**config.mk**
```make
export PLATFORM = sky130hd
export DESIGN_NAME = mips_cpu_div_unit
export DESIGN_NICKNAME = d
export VERILOG_FILES = /design/src/rtl/mips_cpu_div_unit.sv
export SDC_FILE = /design/constraint.sdc
export NUM_CORES = 1
export LEC_CHECK = 0
export BUFFER_PORTS_ARGS = -buffer_cell sky130_fd_sc_hd__buf_2
export CAP_MARGIN = 20
export CORE_ASPECT_RATIO = 0.7
export CORE_UTILIZATION = 30
export CTS_CLUSTER_DIAMETER = 80
export DETAILED_ROUTE_END_ITERATION = 8
export HOLD_SLACK_MARGIN = 0.1
export SYNTH_ARGS = -nofsm -noshare
export SYNTH_HDL_FRONTEND = slang
export SYNTH_SLANG_ARGS = --single-unit
```
**constraint.sdc**
```tcl
create_clock -name clk -period 5.1 [get_ports clk]
set_input_delay 0.51 -clock clk [delete_from_list [all_inputs] [get_ports clk]]
set_output_delay 0.51 -clock clk [all_outputs]
set_load 0.02 [all_outputs]
```
**src/rtl/mips_cpu_div_unit.sv**
```systemverilog
// mips_cpu_div_unit
//   Iterative restoring divider serving DIV (signed) and DIVU (unsigned).
//   One quotient bit is resolved per clock, so a normal division occupies
//   WIDTH iteration cycles plus one sign-fix cycle and one done cycle.
//
// Ports
//   clk      system clock, all state changes on the rising edge
//   reset    synchronous active-high reset, dominates start
//   start    division request, only honoured while idle
//   signdiv  1 = signed division, 0 = unsigned; captured with start
//   a, b     dividend and divisor; captured with start
//   q, r     quotient and remainder, registered and held between operations
//   busy     high while an accepted operation is in progress (through done)
//   divdone  single-cycle pulse, q/r are valid from this cycle on
//   divzero  set together with divdone when the divisor was zero

module mips_cpu_div_unit #(
  parameter int WIDTH = 32
) (
  input  logic             clk,
  input  logic             reset,
  input  logic             start,
  input  logic             signdiv,
  input  logic [WIDTH-1:0] a,
  input  logic [WIDTH-1:0] b,
  output logic [WIDTH-1:0] q,
  output logic [WIDTH-1:0] r,
  output logic             busy,
  output logic             divdone,
  output logic             divzero
);

  localparam int CW = $clog2(WIDTH + 1);

  typedef enum logic [1:0] {
    IDLE,
    CALC,
    FIX,
    DONE
  } state_t;

  state_t           state;
  state_t           next_state;

  logic             sgn_mode;
  logic             sign_a;
  logic             sign_b;
  logic [WIDTH-1:0] rem;
  logic [WIDTH-1:0] quo;
  logic [WIDTH-1:0] bmag;
  logic [CW-1:0]    count;

  logic [WIDTH:0]   shifted;
  logic [WIDTH-1:0] diff;
  logic             ge;

  // One restoring step: the partial remainder is shifted left with the next
  // dividend bit, which needs one extra bit so a divisor with its MSB set
  // still compares correctly. When the compare succeeds the difference is
  // guaranteed to fit back in WIDTH bits, so the low bits of the subtraction
  // are all that is kept.
  always_comb begin
    shifted = {rem, quo[WIDTH-1]};
    ge      = (shifted >= {1'b0, bmag});
    diff    = shifted[WIDTH-1:0] - bmag;
  end

  // State register.
  always_ff @(posedge clk) begin
    if (reset) begin
      state <= IDLE;
    end else begin
      state <= next_state;
    end
  end

  // Next-state and handshake outputs. busy covers every non-idle state,
  // which makes it high from the cycle after acceptance up to and including
  // the done cycle. A start seen in DONE is deliberately not taken; the
  // requester keeps it asserted into the following IDLE cycle.
  always_comb begin
    next_state = state;
    busy       = (state != IDLE);
    divdone    = (state == DONE);
    case (state)
      IDLE: begin
        if (start) begin
          next_state = (b == '0) ? DONE : CALC;
        end
      end
      CALC: begin
        if (count == CW'(1)) begin
          next_state = FIX;
        end
      end
      FIX:     next_state = DONE;
      DONE:    next_state = IDLE;
      default: next_state = IDLE;
    endcase
  end

  // Datapath. The dividend magnitude is loaded into the quotient register
  // and shifted out MSB-first while quotient bits shift in at the LSB.
  // Result registers are only touched when an operation completes (FIX, or
  // the divide-by-zero shortcut) so they hold steady otherwise.
  always_ff @(posedge clk) begin
    if (reset) begin
      sgn_mode <= 1'b0;
      sign_a   <= 1'b0;
      sign_b   <= 1'b0;
      rem      <= '0;
      quo      <= '0;
      bmag     <= '0;
      count    <= '0;
      q        <= '0;
      r        <= '0;
      divzero  <= 1'b0;
    end else begin
      case (state)
        IDLE: begin
          if (start) begin
            sgn_mode <= signdiv;
            sign_a   <= a[WIDTH-1];
            sign_b   <= b[WIDTH-1];
            quo      <= (signdiv && a[WIDTH-1]) ? (~a + 1'b1) : a;
            bmag     <= (signdiv && b[WIDTH-1]) ? (~b + 1'b1) : b;
            rem      <= '0;
            count    <= CW'(WIDTH);
            // A zero divisor skips iteration and publishes its result now.
            if (b == '0) begin
              q       <= '0;
              r       <= a;
              divzero <= 1'b1;
            end
          end
        end
        CALC: begin
          rem   <= ge ? diff : shifted[WIDTH-1:0];
          quo   <= {quo[WIDTH-2:0], ge};
          count <= count - CW'(1);
        end
        FIX: begin
          // Quotient is negative when operand signs differ; the remainder
          // follows the dividend's sign. The most-negative / -1 case needs
          // no special handling: its unnegated magnitude is already the
          // wrapped result.
          q       <= (sgn_mode && (sign_a ^ sign_b)) ? (~quo + 1'b1) : quo;
          r       <= (sgn_mode && sign_a) ? (~rem + 1'b1) : rem;
          divzero <= 1'b0;
        end
        default: begin
        end
      endcase
    end
  end

endmodule
```
Word-level counts from Yosys, hierarchy flattened. Index checks and enable logic that the tools add are counted. W data, S select, Z words.

Output and inout port bits: 67. Register bits after elaboration: 172. Logic and storage cells: 67. Input bits: 68.

Muxes and demuxes: 24. Bitwise operators: 5. Order comparisons: 1. Reductions and logical operators: 13. $add $sub $neg: 6. Equal/unequal tests: 7.

Operators with widths (number): $mux W32 (11); $pmux W32 S2 (4); $add A32 B1 Y32 const B (4); $not A32 Y32 (4); $ge A33 B32 Y1 (1); $logic_not A32 Y1 (1); $sub A32 B32 Y32 (1); $pmux W6 S2 (1); $pmux W2 S4 (1); $eq A6 B1 Y1 const B (1); $mux W2 (3); $mux W6 (1); $ne A2 B2 Y1 const B (3); $reduce_and A2 Y1 (3); $reduce_bool A2 Y1 (3); $sub A6 B1 Y6 const B (1); $eq A2 B2 Y1 const B (2); $logic_and A1 B1 Y1 (4); $reduce_and A3 Y1 (1); $eq A2 B1 Y1 const B (1); $logic_not A2 Y1 (1); $mux W1 (2); $pmux W1 S2 (1); $xor A1 B1 Y1 (1).

Longest topological paths before layout. Gate-level depths: netlist of run 1.

Depth after elaboration: 5. Depth in mapped cells: 13. Mapped depth without buffers: 12.

Least setup slack after synthesis of run 1. Ideal clock, no wire load.

Kind: input-to-reg. Start: input port b[0]. End: register r[10]. Cell stages on the path: 11. Library setup time: 132 ps. Path buffers: 2. Data arrival time: 2795 ps. Path slack: 2173 ps. Required time: 4968 ps. Cells stage by stage: inv_1 -> ha_1 -> or4b_1 -> nor3_2 -> nand3_1 -> or3_1 -> a21boi_4 -> buf_6 -> buf_2 -> a22oi_1 -> a21oi_1.

Word-level cells in the longest chain between the ends: 3.

Ends and longest elaborated chain: start: declaration (line 25) `input logic [WIDTH-1:0] b,`; $logic_not A32 Y1 (line 130) `if (b == '0) begin`; $ne A2 B2 Y1 (no source line); $reduce_and A3 Y1 (no source line); end signal: assignment (line 148) `r <= (sgn_mode && sign_a) ? (~rem + 1'b1) : rem;`; end: declaration (line 27) `output logic [WIDTH-1:0] r,`.

Every way passes these cells. A chain may end at the register's enable or synchronous reset.

Worst setup path in the final report of run 1.
Start: register bmag[0]. End: register rem[28].

Word-level cells in the longest chain between the ends: 3. Elaborated cells between the ends (all ways): 4. Classes of those cells: add/sub (1); order compare (1); mux (2).

Ends and longest elaborated chain: start: declaration (line 50) `logic [WIDTH-1:0] bmag;`; start signal: assignment (line 126) `bmag <= (signdiv && b[WIDTH-1]) ? (~b + 1'b1) : b;`; $sub A32 B32 Y32 or $ge A33 B32 Y1 (tied branches) (line 65, 64); $mux W32 * (line 138) `rem <= ge ? diff : shifted[WIDTH-1:0];`; $pmux W32 S2 * (line 119) `case (state)`; end signal: assignment (line 138); end: declaration (line 48) `logic [WIDTH-1:0] rem;`.

Mark *: on every way between the ends. The rest lies on a longest branch, timed or not.

==> flow_metrics.tcl, run 1 <==
set metrics [dict create \
    end_kind "flip-flop" \
    synth_top_family_by_area "compound AO/OA/AOI/OAI gates" \
    finalSetupTns_ns 0 \
    first_global_vias 9914 \
    drc 0 \
    synth-seq-area-share 0.3094 \
    synth-xor-area-share 0.1102 \
    synth_area_sq_um 11130 \
    drv_slew 0 \
    post-dp-hpwl_um 27380 \
    worstMarginPinSlew_ns 1.030 \
    slew_headroom 0.3136 \
    final.period_utilization 0.7026 \
    synth_commonest_cells "nand2_1 (195), dfxtp_1 (172), a21oi_1 (155)" \
    groute.usage.overall 0.1907 \
    ys_seq_elements 172 \
    synth_fa_ha_area_frac 0.04901 \
    power_density_nw_per_um2 424.0 \
    dieArea_sq_um 37890 \
    syn_area_per_cell_sq_um 7.593 \
    core.rowCount 58 \
    yosysWarnings 0 \
    clkSinkCount 172 \
    synthArstFlopShare 0 \
    wl_per_cell_um 17.68 \
    cts_setup_buffers 0 \
    peakVddDrop_mv 0.2748 \
    holdCritPathClass "primary input to flip-flop" \
    switching_power_mw 2.202 \
    first_pass_iters 5 \
    ys_top_cells_by_area "dfxtp_1 (31%), a21oi_1 (7.0%), nand2_1 (6.6%)" \
    p_sw_frac 0.4054 \
    fillers 3825 \
    synth-simple-area-share 0.1994 \
    synth_nets 1577 \
    cts.clk_slew.worst_paths_ns 0.06 \
    drive_gt1_frac 0.1221 \
    grt_max_degree 96 \
    setup-violations-final 0 \
    root_buffer "clkbuf_16" \
    fin_crit_ns 3.583 \
    start_kind "flip-flop" \
    power.total_mw 5.432 \
    synth_edf_count 0 \
    start_util 0.3074 \
    coreArea_sq_um 36210 \
    grt_pass1_wl_um 56520 \
    numCtsBuffers 17 \
    viasPerCell 5.374 \
    power_leakage_nw 5.050 \
    synth_top_area_frac 0.3094 \
    hold_viol 0 \
    clk_latency_ns 0.45 \
    h-tree-depth 4 \
    die_w_um 232.2 \
    overflow 0 \
    synth.largest_area_cell "dfxtp_1" \
    cap_violations 0 \
    regArea_sq_um 3443 \
    synth_ff_type "dfxtp_1" \
    status "finished clean" \
    cts.repair.resized 0 \
    multi_input_comb_area_sq_um 7069 \
    cts_tree "built" \
    crit_type "flip-flop to flip-flop" \
    synth_cells 1466 \
    hold_buffers 0 \
    crit_arrival_ns 3.90 \
    pwr-share-seq 0.318 \
    ios 135 \
    drtIter0Drc 997 \
    io_buffer_count 134 \
    vias 10950 \
    p_comb_frac 0.412 \
    yosysMostFrequentCell "nand2_1" \
    path_max_fanout 4 \
    synth_compound_area_frac 0.2592 \
    synth.distinct_cells 66 \
    place_congestion 0.8949 \
    nNetsFinal 1655 \
    clkPwrFrac 0.270 \
    syn2layout_area_growth_pct 15.10 \
    synthMuxAreaShare 0.01630 \
    p_int_mw 3.230 \
    max_freq_mhz 279.1 \
    die_height_um 163.2 \
    ant_nets 0 \
    rsz0062_at_grt "false" \
    wl_um 36030 \
    crit_required_ns 5.42 \
    antenna_found_initial 2 \
    cts.path.max_buffers 2 \
    worst_clock_skew_ns 0.01130 \
]
## metrics by stage
stage,util,std cells,area (sq um),hold WS (ns),setup WS (ns)
after floorplan,-,1466,11130,0.4319,2.173
after global placement,0.3351,2004,12140,0.4398,1.334
after detailed placement,0.3351,2004,12140,0.4436,1.273
after CTS,0.3529,2035,12780,0.3139,1.573
after global routing,0.3536,2036,12810,0.3456,1.293
final,0.3538,2038,12810,0.3392,1.517
## cells in the final DEF, fill, tap and decap left out, drive strengths merged, types with 3 or more instances in the layout
cell type    n
buf        150
ha          42
a221oi       4
xor2        59
nor4        17
and3        10
inv         63
clkbuf      25
nand3b       4
or2          3
a31oi        7
a22oi       43
a21o        21
a211oi      27
xnor2       81
nor3        26
a32oi       12
and2        16
nand2      195
o211ai      21
o22ai        4
nand2b       6
nand3       34
bufinv       5
o31ai       22
o21a         6
or4         10
a211o        4
or3         25
dfxtp      172
a311oi       7
a32o         3
o41ai        8
nor2b        6
a21oi      155
mux2i       17
o21ai      100
nand4       10
nor2       110
## power groups by stage
stage,clock [mW],combinational (mW),sequential [mW]
floorplan,0,1.63,1.69
global placement,0,2.15,1.75
detailed placement,0,2.17,1.75
CTS,1.48,2.19,1.73
global route,1.55,2.48,1.76
finish,1.47,2.24,1.73
## per-layer routing
| layer | track usage | part of all wire | vias up |
|---|---|---|---|
| met5 | 0 | 0.00028 | - |
| met4 | 0.04037 | 0.011 | 2 |
| met3 | 0.04295 | 0.081 | 29 |
| met2 | 0.2480 | 0.38 | 382 |
| met1 | 0.3054 | 0.53 | 5164 |
| li1 | - | - | 5375 |
## state kept, by name, indices dropped and copies added (netlist names)
| signal | flops |
|---|---|
| bmag | 32 |
| sgn_mode | 1 |
| quo | 32 |
| sign_b | 1 |
| sign_a | 1 |
| rem | 32 |
| count | 6 |
| state | 2 |
| q | 32 |
| divzero | 1 |
| r | 32 |
## critical path, cell delays in order, from the launching register on
cell	delay [ns]
dfxtp_1	0.45
ha_1	0.21
inv_1	0.06
fa_1	0.42
a21o_1	0.20
a221oi_1	0.53
o311a_1	0.34
o2111a_1	0.28
o21ai_0	0.26
a221oi_1	0.44
xor2_1	0.18
o21ai_0	0.08
## path summary, 6_finish.rpt
check                             start       to  slack [ns]  cells after the start
worst min register to register    q[11]    q[11]        0.45                      2
worst max register to register  bmag[0]  rem[28]        1.52                     11
worst min-delay path               b[0]  bmag[0]        0.34                      3
worst max-delay path            bmag[0]  rem[28]        1.52                     11
## cell type report
type                            instances  share of cell area
Multi-Input combinational cell       1140              0.5518
Sequential cell                       172              0.2688
Timing Repair Buffer                  150             0.06348
Tap cell                              480             0.04688
Clock buffer                           25             0.03789
Inverter                               63             0.01846
Clock inverter                          6             0.01231
Antenna cell                            2           0.0003907
## logic make-up (layout without fill, tap and decap cells)
| family | Yosys count | in the layout |
|---|---|---|
| AOI/OAI and AO/OA | 460 | 460 |
| xor gates and xnor gates | 140 | 140 |
| adders and majority gates | 43 | 43 |
| buffers and inverters | 154 | 244 |
| DFF | 172 | 172 |
| muxes | 18 | 18 |
| other | 0 | 2 |
| and+or+nand+nor | 479 | 479 |
No activity file was read; power rests on OpenSTA's default activity.
==> run 2, diff against run 1 <==
--- a/config.mk
+++ b/config.mk
@@ -5,6 +5,7 @@
 export SDC_FILE = /design/constraint.sdc
 export NUM_CORES = 1
 export LEC_CHECK = 0
+export ABC_AREA = 1
 export BUFFER_PORTS_ARGS = -buffer_cell sky130_fd_sc_hd__buf_2
 export CAP_MARGIN = 20
 export CORE_ASPECT_RATIO = 0.7
==> constraint.sdc (replaced) <==
create_clock -name clk -period 3.5 [get_ports clk]
set_input_delay 0.35 -clock clk [delete_from_list [all_inputs] [get_ports clk]]
set_output_delay 0.35 -clock clk [all_outputs]
set_load 0.02 [all_outputs]
==> flow_metrics.tcl, run 2 <==
set metrics [dict create \
    wl_um 51050 \
    post-dp-hpwl_um 41080 \
    first_global_vias 13700 \
    synth_nets 2421 \
    dpl_worst_slack_ns 0.6887 \
    peakVddDrop_mv 0.3441 \
    syn_area_per_cell_sq_um 5.861 \
    final_area_sq_um 15330 \
    io_buffer_count 134 \
    pwr-share-seq 0.290 \
    power_density_nw_per_um2 553.1 \
    yosysMostFrequentCell "nand2_1" \
    worst_clock_skew_ns 0.01837 \
    die_height_um 179.7 \
    synth_cells 2310 \
    overflow 0 \
    crit_arrival_ns 3.16 \
    worstMarginPinSlew_ns 1.069 \
    dieArea_sq_um 45990 \
    slew_headroom 0.2873 \
    synth_ff_type "dfxtp_1" \
    h-tree-depth 4 \
    groute.usage.overall 0.2202 \
    finalSetupTns_ns 0 \
    synth.distinct_cells 52 \
    p_comb_frac 0.467 \
    synth_area_sq_um 13540 \
    numCtsBuffers 17 \
    switching_power_mw 3.967 \
    grt_pass1_wl_um 79510 \
    synth-seq-area-share 0.2543 \
    hold_viol 0 \
    status "finished clean" \
    cts_tree "built" \
    cts.clk_slew.worst_paths_ns 0.07 \
    synth_commonest_cells "nand2_1 (703), inv_1 (311), nand3_1 (214), nor2_1 (214), a21oi_1 (193)" \
    max_freq_mhz 360.5 \
    crit_type "flip-flop to flip-flop" \
    power_leakage_nw 7.511 \
    rsz0062_at_grt "false" \
    drv_slew 0 \
    drc 0 \
    holdCritPathClass "primary input to flip-flop" \
    wl_per_cell_um 17.00 \
    synth_top_area_frac 0.2543 \
    coreArea_sq_um 44120 \
    syn2layout_area_growth_pct 13.23 \
    layout_commonest_cell "nand2_1" \
    synth_edf_count 0 \
    ios 135 \
    finalWorstSetupSlack_ns 0.7264 \
    post-route-util 0.3474 \
    nNetsFinal 2507 \
    die_w_um 255.9 \
    clkPwrFrac 0.243 \
    yosysWarnings 0 \
    clk_latency_ns 0.47 \
    root_buffer "clkbuf_16" \
    end_kind "flip-flop" \
    crit_required_ns 3.89 \
    fin_crit_ns 2.774 \
    first_pass_iters 5 \
    drtIter0Drc 1514 \
    place_congestion 0.9819 \
    clkSinkCount 172 \
    cts.path.max_buffers 2 \
    start_kind "flip-flop" \
    postPlaceCellArea_sq_um 14720 \
    hold_buffers 0 \
    core.rowCount 64 \
    start_util 0.3068 \
    vias 15150 \
    cts_setup_buffers 0 \
    setup-violations-final 0 \
    synth.largest_area_cell "dfxtp_1" \
    ys_seq_elements 172 \
    ant_nets 0 \
    p_sw_frac 0.4679 \
    drive_gt1_frac 0.09925 \
    path_max_fanout 35 \
    cap_violations 0 \
    synthArstFlopShare 0 \
    ys_top_cells_by_area "dfxtp_1 (25%), nand2_1 (19%), inv_1 (8.6%)" \
    viasPerCell 5.045 \
    antenna_found_initial 4 \
    p_int_mw 4.511 \
    final.period_utilization 0.7925 \
    cts.repair.resized 0 \
    grt_max_degree 90 \
    final_cell_mix "nand2_1 (703), inv_1 (311), nand3_1 (214), nor2_1 (213), a21oi_1 (193)" \
]
## run 2: per-layer routing
layer,track usage,share of wire,routed length (um)
met1,0.3513,0.53,26980
met2,0.2973,0.38,19550
met3,0.04160,0.074,3794
met4,0.04240,0.014,693
met5,0,0.00049,25
## run 2: critical path: stages, from the launching register on
cell	delay (ns)
dfxtp_1	0.38
inv_1	0.08
ha_1	0.29
o21ai_2	0.62
inv_2	0.49
nor4_2	0.35
nand3_1	0.14
or2_0	0.22
a31oi_1	0.12
## run 2: area by class of cell
| type | count | area, sq um |
|---|---|---|
| clock inverters | 12 | 161.4 |
| flip-flops and latches | 172 | 3443 |
| well taps | 594 | 743.2 |
| fillers | 4977 | 28790 |
| inverters | 321 | 1205 |
| diodes | 1 | 2.502 |
| clock buffers | 19 | 442.9 |
| repair buffers | 151 | 813.3 |
| multi-input cells | 1733 | 8518 |
## run 2: cells by family after synthesis
kind of cell,after synthesis,synth area share
and+or+nand+nor,1253,0.3930
buffers and inverters,405,0.1171
AOI/OAI and AO/OA,359,0.1448
DFF,172,0.2543
xor gates and xnor gates,78,0.05046
adders and majority gates,43,0.04030
## run 2: power by group through the flow
| stage | Sequential, mW | Combinational, mW | Clock (mW) |
|---|---|---|---|
| 6_report | 2.46 | 3.96 | 2.06 |
| 5_1_grt | 2.49 | 4.40 | 2.18 |
| 4_1_cts | 2.45 | 3.87 | 2.08 |
| 3_5_place_dp | 2.50 | 3.85 | 0 |
| 3_3_place_gp | 2.49 | 3.82 | 0 |
| 2_1_floorplan | 2.45 | 2.72 | 0 |
## run 2: worst paths after layout
path / start / cells after the start / slack, ns / to
max: state[0] / 8 / 0.73 / count[5]
min: start / 3 / 0.19 / bmag[31]
max reg2reg: state[0] / 8 / 0.73 / count[5]
min reg2reg: q[17] / 2 / 0.46 / q[17]
## run 2: through the flow
stage          cells  hold WS, ns  total power [mW]
6_report        3003       0.1926             8.478
5_1_grt         3003       0.2093             9.073
4_1_cts         3002       0.1700             8.405
3_5_place_dp    2971       0.4544             6.344
3_3_place_gp    2971       0.4531             6.314
2_1_floorplan   2310       0.4584             5.166
